### src/rtl/ram_test_bist_if.sv
// ram_test_bist_if -- control/status bundle for the RAM BIST.
//   master : drives start_i, mode_i, passes_i, seed_i, err_inject_i;
//            observes busy/done/pass, pass index and error statistics.
//   slave  : the BIST itself (directions mirrored).
interface ram_test_bist_if #(
   parameter int CHUNK_W    = 32,
   parameter int CHUNK_CNT  = 4,
   parameter int RAM_ADDR_W = 4,
   parameter int ERR_CNT_W  = 16
);
   logic                  start_i;
   logic [1:0]            mode_i;
   logic [7:0]            passes_i;
   logic [CHUNK_W-1:0]    seed_i;
   logic                  err_inject_i;
   logic                  busy_o;
   logic                  done_o;
   logic                  pass_o;
   logic [7:0]            cur_pass_o;
   logic [ERR_CNT_W-1:0]  err_cnt_o;
   logic [CHUNK_CNT-1:0]  err_chunk_o;
   logic                  first_err_valid_o;
   logic [RAM_ADDR_W-1:0] first_err_addr_o;

   modport master (
      output start_i, mode_i, passes_i, seed_i, err_inject_i,
      input  busy_o, done_o, pass_o, cur_pass_o, err_cnt_o, err_chunk_o,
             first_err_valid_o, first_err_addr_o
   );
   modport slave (
      input  start_i, mode_i, passes_i, seed_i, err_inject_i,
      output busy_o, done_o, pass_o, cur_pass_o, err_cnt_o, err_chunk_o,
             first_err_valid_o, first_err_addr_o
   );
endinterface

### src/rtl/ram_test_bist.sv
// ram_test_bist -- start-triggered multi-pass fill/check BIST around an
// inferred simple dual-port RAM (2**RAM_ADDR_W words of CHUNK_CNT x CHUNK_W).
//   clk_i   : clock
//   rst_n_i : asynchronous active-low reset
//   bus     : ram_test_bist_if.slave -- start/config in, status/statistics out
// ram_test_bist_lane generates one chunk of the pattern and compares one
// chunk of returned read data.

module ram_test_bist_lane #(
   parameter int CHUNK_W    = 32,
   parameter int RAM_ADDR_W = 4,
   parameter int LANE       = 0
) (
   input  logic [1:0]            mode_i,
   input  logic [CHUNK_W-1:0]    seed_i,
   input  logic [RAM_ADDR_W-1:0] addr_i,
   input  logic [7:0]            pass_i,
   input  logic [CHUNK_W-1:0]    rd_i,
   input  logic [CHUNK_W-1:0]    exp_i,
   output logic [CHUNK_W-1:0]    pat_o,
   output logic                  mism_o
);
   logic [CHUNK_W-1:0] s;

   always_comb begin
      s = seed_i + CHUNK_W'(addr_i) + CHUNK_W'(LANE) + CHUNK_W'(pass_i);
      case (mode_i)
         2'd1:    pat_o = ~s;
         2'd2:    pat_o = CHUNK_W'(1) << (s % CHUNK_W);
         default: pat_o = s;   // mode 3 aliases incrementing
      endcase
   end

   assign mism_o = (rd_i != exp_i);
endmodule

module ram_test_bist #(
   parameter int RAM_ADDR_W = 4,
   parameter int CHUNK_W    = 32,
   parameter int CHUNK_CNT  = 4,
   parameter int RD_LATENCY = 1,
   parameter int ERR_CNT_W  = 16
) (
   input logic            clk_i,
   input logic            rst_n_i,
   ram_test_bist_if.slave bus
);
   localparam int DEPTH = 2**RAM_ADDR_W;
   localparam logic [RAM_ADDR_W-1:0] ADDR_LAST = RAM_ADDR_W'(DEPTH-1);
   localparam logic [1:0] DRN_LAST = 2'(RD_LATENCY-1);

   typedef enum logic [2:0] {S_IDLE, S_FILL, S_CHECK, S_DRAIN, S_DONE} state_t;
   typedef logic [CHUNK_CNT-1:0][CHUNK_W-1:0] word_t;
   typedef struct packed {
      logic [1:0]         mode;
      logic [7:0]         passes;   // already forced to >= 1
      logic [CHUNK_W-1:0] seed;
      logic               inject;
   } cfg_t;
   typedef struct packed {
      word_t                 exp;
      logic [RAM_ADDR_W-1:0] addr;
   } chk_t;

   state_t                state_q, state_d;
   cfg_t                  cfg_q;
   logic                  start_ok, rd_en, last_pass, word_fail;
   logic [RAM_ADDR_W-1:0] addr_q;
   logic [1:0]            drn_q;
   logic [7:0]            cur_pass_q;
   logic [ERR_CNT_W-1:0]  err_cnt_q;
   logic [CHUNK_CNT-1:0]  err_chunk_q, mism;
   logic                  first_vld_q;
   logic [RAM_ADDR_W-1:0] first_addr_q;

   word_t                 mem [DEPTH];
   word_t                 pat_w, wr_word;
   word_t                 rd_pipe  [1:RD_LATENCY];
   chk_t                  chk_pipe [1:RD_LATENCY];
   logic [RD_LATENCY:1]   vld_pipe;

   assign rd_en     = (state_q == S_CHECK);
   assign last_pass = ({1'b0, cur_pass_q} + 9'd1) >= {1'b0, cfg_q.passes};
   assign word_fail = vld_pipe[RD_LATENCY] && (|mism);

   // FILL and CHECK share one address counter, so pattern generation is
   // shared too; only the write copy carries the injected fault.
   for (genvar g = 0; g < CHUNK_CNT; g++) begin : g_lane
      ram_test_bist_lane #(.CHUNK_W(CHUNK_W), .RAM_ADDR_W(RAM_ADDR_W), .LANE(g)) u_lane (
         .mode_i (cfg_q.mode),
         .seed_i (cfg_q.seed),
         .addr_i (addr_q),
         .pass_i (cur_pass_q),
         .rd_i   (rd_pipe[RD_LATENCY][g]),
         .exp_i  (chk_pipe[RD_LATENCY].exp[g]),
         .pat_o  (pat_w[g]),
         .mism_o (mism[g])
      );
   end

   always_comb begin
      wr_word = pat_w;
      if (cfg_q.inject && addr_q == '0) wr_word[0][0] = ~pat_w[0][0];
   end

   always_comb begin
      state_d  = state_q;
      start_ok = 1'b0;
      case (state_q)
         S_IDLE, S_DONE: if (bus.start_i) begin
            state_d  = S_FILL;
            start_ok = 1'b1;
         end
         S_FILL:  if (addr_q == ADDR_LAST) state_d = S_CHECK;
         S_CHECK: if (addr_q == ADDR_LAST) state_d = S_DRAIN;
         S_DRAIN: if (drn_q == DRN_LAST) state_d = last_pass ? S_DONE : S_FILL;
         default: state_d = S_IDLE;
      endcase
   end

   always_ff @(posedge clk_i or negedge rst_n_i) begin
      if (!rst_n_i) begin
         state_q      <= S_IDLE;
         cfg_q        <= '0;
         addr_q       <= '0;
         drn_q        <= '0;
         cur_pass_q   <= '0;
         vld_pipe     <= '0;
         err_cnt_q    <= '0;
         err_chunk_q  <= '0;
         first_vld_q  <= 1'b0;
         first_addr_q <= '0;
      end else begin
         state_q  <= state_d;
         vld_pipe <= RD_LATENCY'({vld_pipe, rd_en});
         addr_q   <= (state_q == S_FILL || state_q == S_CHECK) ? addr_q + 1'b1 : '0;
         drn_q    <= (state_q == S_DRAIN) ? drn_q + 2'd1 : 2'd0;
         if (state_q == S_DRAIN && drn_q == DRN_LAST && !last_pass)
            cur_pass_q <= cur_pass_q + 8'd1;
         if (start_ok) begin
            cfg_q.mode   <= bus.mode_i;
            cfg_q.passes <= (bus.passes_i == 8'd0) ? 8'd1 : bus.passes_i;
            cfg_q.seed   <= bus.seed_i;
            cfg_q.inject <= bus.err_inject_i;
            cur_pass_q   <= '0;
            err_cnt_q    <= '0;
            err_chunk_q  <= '0;
            first_vld_q  <= 1'b0;
            first_addr_q <= '0;
         end else if (word_fail) begin
            if (err_cnt_q != '1) err_cnt_q <= err_cnt_q + 1'b1;
            err_chunk_q <= err_chunk_q | mism;
            if (!first_vld_q) begin
               first_vld_q  <= 1'b1;
               first_addr_q <= chk_pipe[RD_LATENCY].addr;
            end
         end
      end
   end

   // RAM array and read pipeline carry no reset; validity rides on vld_pipe.
   always_ff @(posedge clk_i) begin
      if (state_q == S_FILL) mem[addr_q] <= wr_word;
      if (rd_en) rd_pipe[1] <= mem[addr_q];
      chk_pipe[1].exp  <= pat_w;
      chk_pipe[1].addr <= addr_q;
      for (int k = 2; k <= RD_LATENCY; k++) begin
         rd_pipe[k]  <= rd_pipe[k-1];
         chk_pipe[k] <= chk_pipe[k-1];
      end
   end

   assign bus.busy_o            = (state_q == S_FILL) || (state_q == S_CHECK) || (state_q == S_DRAIN);
   assign bus.done_o            = (state_q == S_DONE);
   assign bus.pass_o            = (state_q == S_DONE) && (err_cnt_q == '0);
   assign bus.cur_pass_o        = cur_pass_q;
   assign bus.err_cnt_o         = err_cnt_q;
   assign bus.err_chunk_o       = err_chunk_q;
   assign bus.first_err_valid_o = first_vld_q;
   assign bus.first_err_addr_o  = first_addr_q;
endmodule

### src/flat_wrapper.sv
// flat-port wrapper written by rule: the top's interface ports become plain ports
module ram_test_bist_flat 
#(
   parameter int RAM_ADDR_W = 4,
   parameter int CHUNK_W    = 32,
   parameter int CHUNK_CNT  = 4,
   parameter int RD_LATENCY = 1,
   parameter int ERR_CNT_W  = 16
)
  (clk_i, rst_n_i, bus_start_i, bus_mode_i, bus_passes_i, bus_seed_i, bus_err_inject_i, bus_busy_o, bus_done_o, bus_pass_o, bus_cur_pass_o, bus_err_cnt_o, bus_err_chunk_o, bus_first_err_valid_o, bus_first_err_addr_o);
  ram_test_bist_if #(.CHUNK_W(CHUNK_W), .CHUNK_CNT(CHUNK_CNT), .RAM_ADDR_W(RAM_ADDR_W), .ERR_CNT_W(ERR_CNT_W)) bus_i ();
  input logic clk_i;
  input logic rst_n_i;
  input wire logic [$bits(bus_i.start_i)-1:0] bus_start_i;
  input wire logic [$bits(bus_i.mode_i)-1:0] bus_mode_i;
  input wire logic [$bits(bus_i.passes_i)-1:0] bus_passes_i;
  input wire logic [$bits(bus_i.seed_i)-1:0] bus_seed_i;
  input wire logic [$bits(bus_i.err_inject_i)-1:0] bus_err_inject_i;
  output wire logic [$bits(bus_i.busy_o)-1:0] bus_busy_o;
  output wire logic [$bits(bus_i.done_o)-1:0] bus_done_o;
  output wire logic [$bits(bus_i.pass_o)-1:0] bus_pass_o;
  output wire logic [$bits(bus_i.cur_pass_o)-1:0] bus_cur_pass_o;
  output wire logic [$bits(bus_i.err_cnt_o)-1:0] bus_err_cnt_o;
  output wire logic [$bits(bus_i.err_chunk_o)-1:0] bus_err_chunk_o;
  output wire logic [$bits(bus_i.first_err_valid_o)-1:0] bus_first_err_valid_o;
  output wire logic [$bits(bus_i.first_err_addr_o)-1:0] bus_first_err_addr_o;
  assign bus_i.start_i = bus_start_i;
  assign bus_i.mode_i = bus_mode_i;
  assign bus_i.passes_i = bus_passes_i;
  assign bus_i.seed_i = bus_seed_i;
  assign bus_i.err_inject_i = bus_err_inject_i;
  assign bus_busy_o = bus_i.busy_o;
  assign bus_done_o = bus_i.done_o;
  assign bus_pass_o = bus_i.pass_o;
  assign bus_cur_pass_o = bus_i.cur_pass_o;
  assign bus_err_cnt_o = bus_i.err_cnt_o;
  assign bus_err_chunk_o = bus_i.err_chunk_o;
  assign bus_first_err_valid_o = bus_i.first_err_valid_o;
  assign bus_first_err_addr_o = bus_i.first_err_addr_o;
  ram_test_bist #(.RAM_ADDR_W(RAM_ADDR_W), .CHUNK_W(CHUNK_W), .CHUNK_CNT(CHUNK_CNT), .RD_LATENCY(RD_LATENCY), .ERR_CNT_W(ERR_CNT_W)) u_core (.clk_i(clk_i), .rst_n_i(rst_n_i), .bus(bus_i));
endmodule
### config.mk
export PLATFORM = sky130hd
export DESIGN_NAME = ram_test_bist_flat
export DESIGN_NICKNAME = d
export VERILOG_FILES = /design/src/rtl/ram_test_bist_if.sv /design/src/rtl/ram_test_bist.sv /design/src/flat_wrapper.sv
export SDC_FILE = /design/constraint.sdc
export NUM_CORES = 2
export LEC_CHECK = 0
export CAP_MARGIN = 30
export CORE_ASPECT_RATIO = 0.9
export CORE_MARGIN = 4
export CORE_UTILIZATION = 45
export CTS_CLUSTER_SIZE = 14
export DETAILED_ROUTE_END_ITERATION = 8
export GPL_ROUTABILITY_DRIVEN = 0
export PLACE_DENSITY_LB_ADDON = 0.08
export SLEW_MARGIN = 25
export SYNTH_ARGS = -nofsm -noshare
export SYNTH_HDL_FRONTEND = slang
export SYNTH_SLANG_ARGS = --single-unit
### constraint.sdc
create_clock -name clk_i -period 14.3 [get_ports clk_i]
set_input_delay 3.575 -clock clk_i [delete_from_list [all_inputs] [get_ports clk_i]]
set_output_delay 3.575 -clock clk_i [all_outputs]
set_load 0.1 [all_outputs]
==> impl_metrics.tcl <==
set metrics [dict create \
    synthToLayoutAreaGrowth_pct 14.1 \
    seq_area_frac_synth 0.740 \
    slew_headroom 0.279 \
    drt_first_iter_violations 5045 \
    setup-violations-final 0 \
    overflow 0 \
    fin_area_mm2 0.108 \
    grtUsageTotal 0.230 \
    hp-class "flip-flop to flip-flop" \
    vias 47600 \
    cellPowerDensity_mw_per_mm2 270 \
    dieHeight_um 443 \
    grt_pass1_vias 48400 \
    clkTransAtPathRegs_ns 0.06 \
    synth_enable_flop_cells 2176 \
    tns_ns 0 \
    cts_max_level 4 \
    post-cts-setup-buffers 0 \
    crit_type "flip-flop to primary output" \
    synth-main-ff-cell "edfxtp_1" \
    ys_ff_latch 2394 \
    syn_area_mm2 0.0947 \
    syn_nets 4795 \
    antenna_found_initial 10 \
    clock_latency_ns 0.88 \
    grt_pass1_wl_mm 360 \
    drt-pass1-iter-count 6 \
    clk_path_buf_depth 3 \
    path_cells "or4_1, nor4_1, and4_1, clkdlybuf4s50_1" \
    ant_nets 0 \
    fmaxAchievable_ghz 0.142 \
    dpl_cell_area_mm2 0.100 \
    nNetsFinal 5053 \
    rrSetupSlack_ns 7.89 \
    fillers 16600 \
    arrival_ns 3.46 \
    hold_end "u_core.bus.first_err_addr_o[2]$_DFFE_PN0P_" \
    yosys.area.top_type "edfxtp_1" \
    startpoint_type "flip-flop" \
    io_pins 82 \
    crit_fanout 6 \
    routedWlPerCell_um 31.4 \
    cts_made_buffers 234 \
    final_hold_viol_count 0 \
    viasPerCell 5.96 \
    portBuffers 81 \
    hp-start "u_core.chk_pipe[1][2]$_DFF_P_" \
    holdPathStages 2 \
    rows 159 \
    clkSinkCount 2394 \
    fin_worst_skew_ns 0.0604 \
    required_ns 10.72 \
    regToRegStartpoint "u_core.addr_q[0]$_DFF_PN0_" \
    synth.area.top_cells "edfxtp_1 69%, mux4_2 15%, dfxtp_1 2.8%" \
    fp.dieW_um 492 \
    run_status "completed" \
    crit_path_end_kind "primary output" \
    grt_max_degree 138 \
    r2r_end "u_core.mem[0][62]$_DFFE_PP_" \
    cpMaxStageDelayCell "clkdlybuf4s50_1" \
    drc_errors 0 \
    postSynthAreaPerCell_um2 20.2 \
    ctsResizeCount 0 \
    core_mm2 0.209 \
    drive_gt1_frac 0.245 \
    slowest_delay_ns 1.15 \
    start_util 0.453 \
    vdd_drop_max_mv 0.251 \
    reg2regPathDepth 17 \
    root_buffer "clkbuf_16" \
    yosysWarnings 0 \
    routed_wl_mm 251 \
    finalCriticalPeriod_ns 7.04 \
    p_leak_nw 34.6 \
    hpwl_mm 137 \
    finalCritPeriodShare 0.492 \
    tightestPinTransition_ns 1.08 \
    async_flop_share 0.0359 \
    rsz0062_at_grt "no" \
    cts_tree "done" \
    syn_inst 4698 \
    ctsHoldBuffers 0 \
    dieArea_mm2 0.218 \
    synth_top_area_share 0.690 \
    maxCapViolCount 0 \
    maxSlewViolCount 0 \
    synth_cell_types 73 \
]
[metal layers]
layer | wire length [µm] | vias up | global-route usage | part of all wire
met5 | 13 | - | 0 | 0.000052
met4 | 5830 | 2 | 0.0550 | 0.023
met3 | 17700 | 335 | 0.0460 | 0.070
met2 | 116000 | 1718 | 0.351 | 0.46
met1 | 112000 | 25700 | 0.344 | 0.45
li1 | - | 19800 | - | -
[cells in the mapped netlist, types with 8 or more instances]
cell type and count:
o31ai_1 19, ha_1 40, nand3_1 44, or4_1 12, o21ai_0 87, mux4_2 640
a31oi_1 14, a211oi_1 8, a221oi_1 30, a22oi_1 41, a221o_1 27, and3_1 14
inv_1 56, fa_1 11, clkbuf_1 188, nand2b_1 14, xnor2_1 225, edfxtp_1 2176
dfrtp_1 86, nor4_1 28, nand4_1 61, a21oi_1 72, xor2_1 59, dfxtp_1 132
nor2b_1 11, o211ai_1 18, or3_1 15, mux2i_1 10, and2_1 27, nor3_1 44
and2_0 9, a21o_1 14, nor2_1 132, buf_1 50, nand2_1 204
[logic make-up after synthesis]
kind of cell    share of synthesized area
compound gates                     0.0264
buf+inv                            0.0121
simple gates                       0.0332
fa+ha+maj                         0.00761
mux                                 0.154
xor+xnor                           0.0263
flops                               0.740
[worst max-delay path: cells and delay by family (launching register included)]
family                 cells  cell delay, ns
buffers and inverters      1            1.15
DFF                        1            0.44
and+or+nand+nor            3            1.00
[metrics by stage]
step | std cells | total power, mW | hold WS [ns] | setup slack (ns) | utilization
2_1_floorplan | 4698 | 18.8 | 0.372 | 3.31 | -
3_3_place_gp | 7512 | 22.8 | 0.463 | 7.79 | 0.477
3_5_place_dp | 7527 | 23.1 | 0.459 | 8.04 | 0.479
4_1_cts | 7974 | 29.4 | 0.475 | 7.18 | 0.516
5_1_grt | 7985 | 30.5 | 0.491 | 7.05 | 0.517
6_report | 7987 | 29.2 | 0.474 | 7.26 | 0.517
[how the worst max path moves through the flow]
stage / slack (ns) / startpoint / endpoint / cells after the start
final: 7.26 / u_core.bus.err_cnt_o[7]$_DFFE_PN0P_ / bus_pass_o / 4
after global placement: 7.79 / u_core.addr_q[0]$_DFF_PN0_ / u_core.mem[12][58]$_DFFE_PP_ / 16
after global routing: 7.05 / u_core.bus.err_cnt_o[7]$_DFFE_PN0P_ / bus_pass_o / 4
after CTS: 7.18 / u_core.bus.err_cnt_o[7]$_DFFE_PN0P_ / bus_pass_o / 4
after floorplan: 3.31 / u_core.addr_q[0]$_DFF_PN0_ / u_core.mem[0][0]$_DFFE_PP_ / 7
after detailed placement: 8.04 / u_core.addr_q[0]$_DFF_PN0_ / u_core.mem[5][62]$_DFFE_PP_ / 17
[cells in the final DEF, fill, tap and decap left out, types with 18 or more instances in the layout]
| master | instances |
|---|---|
| a21oi_1 | 58 |
| a221o_1 | 27 |
| a221oi_1 | 30 |
| a22oi_1 | 41 |
| and2_1 | 26 |
| buf_4 | 157 |
| bufinv_16 | 19 |
| clkbuf_1 | 68 |
| clkbuf_16 | 236 |
| clkbuf_8 | 38 |
| clkdlybuf4s50_1 | 80 |
| clkinv_1 | 27 |
| clkinv_2 | 41 |
| dfrtp_1 | 82 |
| dfxtp_1 | 132 |
| edfxtp_1 | 2176 |
| ha_1 | 38 |
| inv_1 | 55 |
| mux4_2 | 640 |
| nand2_1 | 202 |
| nand3_1 | 44 |
| nand4_1 | 61 |
| nor2_1 | 120 |
| nor3_1 | 39 |
| nor4_1 | 26 |
| o211ai_1 | 18 |
| o21ai_0 | 52 |
| o21ai_1 | 19 |
| xnor2_1 | 224 |
| xor2_1 | 59 |
[layout make-up]
| class | count | area, µm² | area share |
|---|---|---|---|
| antenna | 3 | 7.51 | 0.0000694 |
| clock buffer | 342 | 6680 | 0.0618 |
| clock inverter | 105 | 1180 | 0.0109 |
| inverter | 56 | 210 | 0.00194 |
| multi-input combinational | 2002 | 23800 | 0.220 |
| sequential | 2394 | 70200 | 0.649 |
| tap | 2817 | 3520 | 0.0326 |
| timing repair buffer | 268 | 2540 | 0.0235 |
[registers in the layout (all words and copies together), names as in the netlist, 2 cells and up]
signal / flops
u_core.mem: 2048
u_core.chk_pipe: 132
u_core.rd_pipe: 128
u_core.cfg_q: 43
u_core.bus.err_cnt_o: 16
u_core.bus.cur_pass_o: 8
u_core.addr_q: 4
u_core.bus.err_chunk_o: 4
u_core.bus.first_err_addr_o: 4
u_core.state_q: 3
u_core.drn_q: 2
[report_power, final]
part | leakage, nW | total (mW) | switching (mW) | internal (mW)
logic | 8.55 | 10.9 | 7.24 | 3.66
registers | 22.2 | 12.1 | 0.497 | 11.6
clock network | 3.86 | 6.24 | 2.64 | 3.59
No activity file was read; power rests on OpenSTA's default activity.
